## src/rtl/sap1_pkg.sv

```systemverilog
// Shared definitions for the SAP-1 memory stage.
//
// Contents:
//   ADDR_W / DATA_W / DEPTH  - MAR width, W-bus width, RAM depth (DEPTH == 2**ADDR_W)
//   state_e                  - memory-unit FSM states; the encoding is visible on
//                              the unit's debug state output
//   ctrl_word bit indices    - layout of the SAP-1 controller word. The memory unit
//                              receives ctrl_word[MAR_LOAD] on mar_load_n_i and
//                              ctrl_word[RAM_EN] on ram_en_n_i (both active-low).
package sap1_pkg;

  localparam int ADDR_W = 4;
  localparam int DATA_W = 8;
  localparam int DEPTH  = 16;

  typedef enum logic [1:0] {
    CLEAR = 2'd0,
    LOAD  = 2'd1,
    HOLD  = 2'd2,
    RUN   = 2'd3
  } state_e;

  // Controller word bit positions, MSB first: Cp Ep Lm' CE' Li' Ei' La' Ea' Su Eu Lb' Lo'
  localparam int INCR_PC      = 11;
  localparam int PC_OUT       = 10;
  localparam int MAR_LOAD     = 9;
  localparam int RAM_EN       = 8;
  localparam int IR_LOAD      = 7;
  localparam int IR_EN        = 6;
  localparam int A_LOAD       = 5;
  localparam int A_EN         = 4;
  localparam int ALU_SUB      = 3;
  localparam int ALU_EN       = 2;
  localparam int B_LOAD       = 1;
  localparam int OUT_REG_LOAD = 0;
  localparam int CTRL_W       = 12;

endpackage

```

## src/rtl/sap1_ram16x8.sv

```systemverilog
// 16x8 RAM for the SAP-1 memory stage: one synchronous write port, one
// asynchronous (combinational) read port. Contents are not reset.
//
// Ports:
//   clk_i    - write clock (rising edge)
//   we_i     - write enable
//   waddr_i  - write address
//   wdata_i  - write data
//   raddr_i  - read address
//   rdata_o  - mem[raddr_i], combinational
module sap1_ram16x8
  import sap1_pkg::*;
(
  input  logic              clk_i,
  input  logic              we_i,
  input  logic [ADDR_W-1:0] waddr_i,
  input  logic [DATA_W-1:0] wdata_i,
  input  logic [ADDR_W-1:0] raddr_i,
  output logic [DATA_W-1:0] rdata_o
);

  logic [DATA_W-1:0] mem_q [DEPTH];

  always_ff @(posedge clk_i) begin
    if (we_i) begin
      mem_q[waddr_i] <= wdata_i;
    end
  end

  assign rdata_o = mem_q[raddr_i];

endmodule

```

## src/rtl/sap1_mem_unit.sv

```systemverilog
// SAP-1 memory stage: 4-bit MAR plus 16x8 RAM with a programming front-end.
//
// After reset the RAM is swept to zero (CLEAR, DEPTH cycles). The unit then
// either accepts a program byte stream (LOAD) or goes straight to RUN. After a
// load it waits in HOLD until run mode is selected. The rest of the CPU is held
// in reset (cpu_rstn_o=0) in every state except RUN.
//
// Program stream handshake: a byte is transferred on a rising edge where
// prog_valid_i and prog_ready_o are both high; prog_ready_o is high exactly
// in LOAD and does not depend on prog_valid_i. The producer may hold valid
// low for any number of cycles; nothing is written then.
//
// Optional build macro: SAP1_MEM_CHECKSUM_EN adds checksum_o, the mod-256
// sum of all bytes accepted since the last entry into LOAD.
//
// Ports:
//   clk_i         - clock, rising edge (the controller uses the falling edge)
//   rstn_i        - asynchronous active-low reset
//   mode_prog_i   - 1 = programming mode requested, 0 = run mode
//   mar_load_n_i  - controller MAR_LOAD (active-low), honoured only in RUN
//   ram_en_n_i    - controller RAM_EN (active-low), honoured only in RUN
//   bus_i         - W-bus; low ADDR_W bits feed the MAR
//   bus_o         - mem[mar]
//   bus_oe_o      - bus drive enable, RUN and RAM_EN asserted
//   prog_valid_i / prog_data_i / prog_last_i / prog_ready_o - program stream
//   prog_done_o   - program load complete (HOLD and RUN)
//   cpu_rstn_o    - active-low reset to the rest of the CPU
//   checksum_o    - (SAP1_MEM_CHECKSUM_EN only) running sum of loaded bytes
//   dbg_state_o   - current FSM state (state_e encoding)
module sap1_mem_unit
  import sap1_pkg::*;
(
  input  logic              clk_i,
  input  logic              rstn_i,
  input  logic              mode_prog_i,
  input  logic              mar_load_n_i,
  input  logic              ram_en_n_i,
  input  logic [DATA_W-1:0] bus_i,
  output logic [DATA_W-1:0] bus_o,
  output logic              bus_oe_o,
  input  logic              prog_valid_i,
  input  logic [DATA_W-1:0] prog_data_i,
  input  logic              prog_last_i,
  output logic              prog_ready_o,
  output logic              prog_done_o,
  output logic              cpu_rstn_o,
`ifdef SAP1_MEM_CHECKSUM_EN
  output logic [DATA_W-1:0] checksum_o,
`endif
  output logic [1:0]        dbg_state_o
);

  localparam logic [ADDR_W-1:0] LAST_ADDR = ADDR_W'(DEPTH - 1);

  state_e            state_q, state_d;
  logic [ADDR_W-1:0] ptr_q, ptr_d;
  logic [ADDR_W-1:0] mar_q, mar_d;

  logic              ram_we;
  logic [DATA_W-1:0] ram_wdata;
  logic              xfer;

  // Only the address bits of the W-bus reach the MAR.
  logic unused_bus_hi;
  assign unused_bus_hi = ^bus_i[DATA_W-1:ADDR_W];

  // ---------------------------------------------------------------------------
  // State, pointer and MAR registers
  // ---------------------------------------------------------------------------
  always_ff @(posedge clk_i or negedge rstn_i) begin
    if (!rstn_i) begin
      state_q <= CLEAR;
      ptr_q   <= '0;
      mar_q   <= '0;
    end else begin
      state_q <= state_d;
      ptr_q   <= ptr_d;
      mar_q   <= mar_d;
    end
  end

  // ---------------------------------------------------------------------------
  // Next-state logic and RAM write port
  // ---------------------------------------------------------------------------
  always_comb begin
    state_d   = state_q;
    ptr_d     = ptr_q;
    mar_d     = mar_q;
    ram_we    = 1'b0;
    ram_wdata = '0;
    xfer      = 1'b0;

    case (state_q)
      CLEAR: begin
        ram_we = 1'b1;
        ptr_d  = ptr_q + ADDR_W'(1);
        if (ptr_q == LAST_ADDR) begin
          ptr_d   = '0;
          state_d = mode_prog_i ? LOAD : RUN;
        end
      end

      LOAD: begin
        // mode_prog_i is deliberately not looked at here: a load only ends
        // on the last byte or when the memory is full.
        if (prog_valid_i) begin
          xfer      = 1'b1;
          ram_we    = 1'b1;
          ram_wdata = prog_data_i;
          ptr_d     = ptr_q + ADDR_W'(1);
          if (prog_last_i || ptr_q == LAST_ADDR) begin
            ptr_d   = '0;
            state_d = HOLD;
          end
        end
      end

      HOLD: begin
        if (!mode_prog_i) begin
          state_d = RUN;
        end
      end

      RUN: begin
        if (!mar_load_n_i) begin
          mar_d = bus_i[ADDR_W-1:0];
        end
        // Re-programming skips CLEAR, so bytes past the new program survive.
        if (mode_prog_i) begin
          ptr_d   = '0;
          state_d = LOAD;
        end
      end

      default: begin
        state_d = CLEAR;
      end
    endcase
  end

  sap1_ram16x8 u_ram (
    .clk_i   (clk_i),
    .we_i    (ram_we),
    .waddr_i (ptr_q),
    .wdata_i (ram_wdata),
    .raddr_i (mar_q),
    .rdata_o (bus_o)
  );

  // ---------------------------------------------------------------------------
  // Outputs: all decoded from the registered state, so the asynchronous reset
  // forces them to their reset values immediately.
  // ---------------------------------------------------------------------------
  assign prog_ready_o = (state_q == LOAD);
  assign prog_done_o  = (state_q == HOLD) || (state_q == RUN);
  assign cpu_rstn_o   = (state_q == RUN);
  assign bus_oe_o     = (state_q == RUN) && !ram_en_n_i;
  assign dbg_state_o  = state_q;

`ifdef SAP1_MEM_CHECKSUM_EN
  logic [DATA_W-1:0] checksum_q, checksum_d;

  always_ff @(posedge clk_i or negedge rstn_i) begin
    if (!rstn_i) begin
      checksum_q <= '0;
    end else begin
      checksum_q <= checksum_d;
    end
  end

  always_comb begin
    checksum_d = checksum_q;
    if (state_d == LOAD && state_q != LOAD) begin
      checksum_d = '0;
    end else if (xfer) begin
      checksum_d = checksum_q + prog_data_i;
    end
  end

  assign checksum_o = checksum_q;
`endif

endmodule

```

## config.mk

```make
export PLATFORM = sky130hd
export DESIGN_NAME = sap1_mem_unit
export DESIGN_NICKNAME = d
export VERILOG_FILES = /design/src/rtl/sap1_pkg.sv /design/src/rtl/sap1_ram16x8.sv /design/src/rtl/sap1_mem_unit.sv
export SDC_FILE = /design/constraint.sdc
export NUM_CORES = 1
export LEC_CHECK = 0
export ABC_AREA = 1
export CAP_MARGIN = 20
export CELL_PAD_IN_SITES_DETAIL_PLACEMENT = 0
export CELL_PAD_IN_SITES_GLOBAL_PLACEMENT = 1
export CORE_ASPECT_RATIO = 0.8
export CORE_MARGIN = 2
export CORE_UTILIZATION = 34
export CTS_CLUSTER_DIAMETER = 50
export DETAILED_ROUTE_END_ITERATION = 10
export PLACE_DENSITY = 0.57
export SYNTH_ARGS = -nofsm -noshare
export SYNTH_HDL_FRONTEND = slang
export SYNTH_SLANG_ARGS = --single-unit
```

## constraint.sdc

```tcl
create_clock -name clk_i -period 2.7 [get_ports clk_i]
set_input_delay 0.54 -clock clk_i [delete_from_list [all_inputs] [get_ports clk_i]]
set_output_delay 0.54 -clock clk_i [all_outputs]
set_load 0.01 [all_outputs]
```

After elaboration in Yosys (flattened, before gate mapping) --
Memories as Yosys holds them, arrays and structs flattened. Cells that the tools add are included.
Storage, ports and cells: register bits after elaboration 10, bits in writable memories 128, input port bits 23, output and inout port bits 14, memories 1
Cells by class: add/sub/neg operators 1, equal/unequal tests 9, mux-type cells 18, bitwise gates (word level) 1, reductions and logical operators 9
Memory list:
- u_ram.mem_q | words 16, bits a word 8, rd ports 1, clocked after memory_dff 0, write ports 1, line sap1_ram16x8.sv:22 | logic [DATA_W-1:0] mem_q [DEPTH];
Operators with widths (number):
- $mux W4 | 4
- $mux W8 | 2
- $mux W2 | 6
- $pmux W4 S3 | 1
- $ne A2 B2 Y1 const B | 4
- $pmux W2 S4 | 1
- $reduce_and A5 Y1 | 1
- $add A4 B1 Y4 const B | 1
- $eq A2 B2 Y1 const B | 2
- $eq A4 B4 Y1 const B | 1
- $mux W1 | 3
- $reduce_and A3 Y1 | 1
- $reduce_bool A3 Y1 | 1
- $eq A2 B1 Y1 const B | 1
- $logic_not A2 Y1 | 1
- $logic_or A1 B1 Y1 | 2
- $ne A2 B1 Y1 const B | 1
- $pmux W1 S2 | 1
- $reduce_and A2 Y1 | 1
- $logic_and A1 B1 Y1 | 1
- $logic_not A1 Y1 | 1
- $not A1 Y1 | 1

Depth between registers and ports, before layout --
depth in word-level cells 5, gate-level depth with buffers 9, mapped depth without buffers 8

Modules after synthesis --
A second synthesis with hierarchy kept.
Unflattened totals: cells, all modules 649, area total of the unflattened synthesis 6341.1 um2
By module, submodules not included:
- sap1_ram16x8 | times used 1, cells an instance 543, area an instance 5606.6 um2, seq. area each 3843.7 um2
- sap1_mem_unit | times used 1, cells an instance 106, area an instance 734.5 um2, seq. area each 250.2 um2

Worst setup path after synthesis --
Ideal clock, no wire load.
path kind reg-to-reg, start point register state_q[1] (netlist: dbg_state_o[1]), end point memory u_ram.mem_q[7][0], enable pin, arrival time 1705 ps, data required time 2317 ps, slack 612 ps, stages on the path, launching flop included 7, buffers on the path 0, path through dfrtp_1 -> inv_1 -> ha_1 -> nand2_2 -> inv_1 -> nor2_2 -> nor3_1
Between the ends: word-level cells in the longest chain between the ends 4
RTL lines:
- from (decl) | line sap1_mem_unit.sv:55 | state_e state_q, state_d;
- from (signal assigned) | line sap1_mem_unit.sv:76 | state_q <= state_d;
- $eq A2 B1 Y1
- named net prog_ready_o | line sap1_mem_unit.sv:44 | output logic prog_ready_o,
- $pmux W1 S2 | line sap1_mem_unit.sv:93 | case (state_q)
- $mux W1 | line sap1_ram16x8.sv:25 | if (we_i) begin
- $mux W1 (implied by the code) | line sap1_ram16x8.sv:26 | mem_q[waddr_i] <= wdata_i;
- to (decl) | line sap1_ram16x8.sv:22
The timed path passes the listed nets, and every way through them passes these cells.

Worst setup path in the final report --
start point register mar_q[0], end point output port bus_o[4]
Between the ends: word-level cells in the longest chain between the ends 1
RTL lines:
- from (decl) | line sap1_mem_unit.sv:57 | logic [ADDR_W-1:0] mar_q, mar_d;
- from (signal assigned) | line sap1_mem_unit.sv:78 | mar_q <= mar_d;
- $mem_v2 Z16 W8
- to (decl) | line sap1_mem_unit.sv:39 | output logic [DATA_W-1:0] bus_o,
No other way between the ends.

==> results_dict.tcl <==
set metrics [dict create \
    clk-insertion-delay-late_ns 0.42 \
    yosys.area.top_type_share_pct 60.8 \
    hold_viol 0 \
    grt_overflow_total 0 \
    cts_hold_buf 0 \
    firstDrtPassIters 4 \
    fmax_ghz 0.397 \
    cts_buffers 17 \
    tns_ns 0 \
    tightestPinTransition_ns 0.980 \
    port_buffers 32 \
    drv_slew 0 \
    ios 37 \
    crit_path_max_incr_delay_ns 0.45 \
    synth_fp_nets 668 \
    yosysUniqueCellTypes 21 \
    synth_area_per_cell_um2 9.96 \
    netSwitchingPower_mw 2.80 \
    htree_levels 4 \
    run_status "finished, final reports clean" \
    ant_nets 0 \
    final_common_cell "nand2_1" \
    die_area_um2 19700 \
    grt_max_degree 43 \
    initial_core_util_pct 34.8 \
    antenna_found_initial 0 \
    die_w_um 156 \
    final_layout_size_suffix_gt1_share_pct 10.7 \
    worstSetupPathType "flop to output pin" \
    p_total_mw 8.07 \
    cp.required_ns 2.16 \
    syn2layout_area_growth_pct 22.0 \
    drtIter0Drc 332 \
    routed_wl_mm 15.8 \
    crit_chain "inv_4, buf_12, buf_4, nand2_1, nand2_1, nand2_1, nand3_1, nand3_1, nand2_1, dlygate4sd2_1" \
    hp-class "primary input to async pin" \
    fp.dieH_um 126 \
    clk_pin_slew_worst_paths_ns 0.06 \
    cp_slowest_cell "dfrtp_2" \
    cp.arrival_ns 1.98 \
    ys_seq_elements 138 \
    p_comb_share_pct 35.9 \
    dp.final_hpwl_mm 9.64 \
    maxCapViolCount 0 \
    ys_seq_area_share_pct 64.8 \
    rsz0062_at_grt "false" \
    cp_common_cell "nand2_1" \
    numClockSinks 138 \
    start_kind "flop" \
    rows 44 \
    cts_tree "done" \
    period_share_pct 93.4 \
    slew_headroom_pct 34.4 \
    clock-root-buffer "clkbuf_16" \
    finalCriticalPeriod_ns 2.52 \
    vias 4286 \
    nets 731 \
    clkPwrFrac_pct 29.8 \
    setup_viol 0 \
    viasPerCell 4.55 \
    drc 0 \
    cp_max_fo 13 \
    end_kind "output pin" \
    syn_area_um2 6320 \
    most-common-layout-cells "nand2_1, edfxtp_1, inv_1, nand3_1" \
    grt_pass1_wl_mm 24.2 \
    wl_per_cell_um 16.8 \
    seq_power_share_pct 34.4 \
    yosys.area.top_type "edfxtp_1" \
    clockBufferDepth 2 \
    ir_drop_mv 0.518 \
    antenna_cells 0 \
    core_um2 18200 \
    skew_ns 0.00757 \
    p_leak_nw 3.41 \
    swShare_pct 34.7 \
    power.internal_mw 5.27 \
    gp_congestion 0.791 \
    synth_warnings 0 \
    synth_area_leaders "edfxtp_1, nand2_1, nand3_1" \
    powerDensity_nw_per_um2 1050 \
    grt_use_total_pct 17.1 \
    grt_pass1_vias 4186 \
    syn-instance-count 635 \
]
## Yosys cell counts
| master | count |
|---|---|
| clkbuf_1 | 2 |
| edfxtp_1 | 128 |
| inv_1 | 119 |
| clkinv_1 | 2 |
| o21ai_0 | 10 |
| nand2_2 | 1 |
| or2_2 | 2 |
| nand3b_1 | 1 |
| nor2_1 | 30 |
| inv_2 | 2 |
| buf_4 | 2 |
| nand2_1 | 185 |
| a21oi_1 | 6 |
| buf_6 | 12 |
| nand3_1 | 98 |
| nor2_2 | 1 |
| dfrtp_1 | 10 |
| ha_1 | 10 |
| nor3_1 | 3 |
| buf_2 | 10 |
| xor2_1 | 1 |
## stage by stage
stage	util [%]	hold slack [ns]	instance area, µm²	setup WS [ns]	std cells
4_1_cts	42.5	0.471	7720	0.131	941
6_report	42.5	0.469	7720	0.178	941
3_3_place_gp	38.7	0.585	7040	0.149	906
3_5_place_dp	38.7	0.597	7040	0.174	906
5_1_grt	42.5	0.504	7720	0.0476	941
2_1_floorplan	-	0.244	6320	0.612	635
## cell type report
type	count	area, µm²
fillers	1794	10500
flip-flops and latches	138	4100
multi-input cells	348	1570
repair buffers	70	686
clock buffers	25	495
inverters	123	464
well taps	230	288
clock inverters	7	114
## power groups by stage
| stage | sequential, mW | clock, mW | combinational, mW |
|---|---|---|---|
| CTS | 2.77 | 2.44 | 2.95 |
| global placement | 2.80 | 0 | 2.89 |
| floorplan | 2.78 | 0 | 1.80 |
| finish | 2.77 | 2.40 | 2.89 |
| detailed placement | 2.81 | 0 | 2.91 |
| global route | 2.79 | 2.54 | 3.24 |
## flip-flops by register name, indices dropped and copies added, names as in the netlist
name,cells
mar_q,4
dbg_state_o,2
ptr_q,4
u_ram.mem_q,128
## path summary, 6_finish.rpt
path	from	endpoint	slack, ns	cells past startpoint
setup / recovery	mar_q[0]	bus_o[4]	0.18	10
hold / removal	rstn_i	mar_q[3]	0.47	1
setup reg to reg	dbg_state_o[1]	u_ram.mem_q[6][2]	0.40	8
hold reg to reg	dbg_state_o[1]	dbg_state_o[1]	0.61	2
max in group asynchronous	rstn_i	mar_q[0]	1.86	1
min in group clk_i	dbg_state_o[1]	dbg_state_o[1]	0.61	2
## layer usage
layer,track usage [%],share of wire (%),vias up
li1,-,-,2152
met1,23.8,48,2055
met2,26.8,47,69
met3,3.99,3.9,10
met4,4.91,0.80,0
met5,0,0,-
## critical path: cells and delay by family, from the launching register on
family                 cells  cell delay, ns
AND/OR/NAND/NOR            6            0.44
buffers and inverters      4            0.67
flip-flops                 1            0.45
## cell families after synthesis
logic type      count (synthesis)  synth area share [%]
xor+xnor                        1                 0.139
flops                         138                  64.8
compound gates                 16                  1.27
fa+ha+maj                      10                  1.98
buf+inv                       149                  10.6
simple gates                  321                  21.3
## what timing repair did
| item | in CTS | in global routing |
|---|---|---|
| resized for setup | 18 | 0 |
| endpoints found under the setup margin | 8 | 0 |
| buffers inserted | 2 | 0 |
Note: power is estimated with default switching activity, not from simulation.
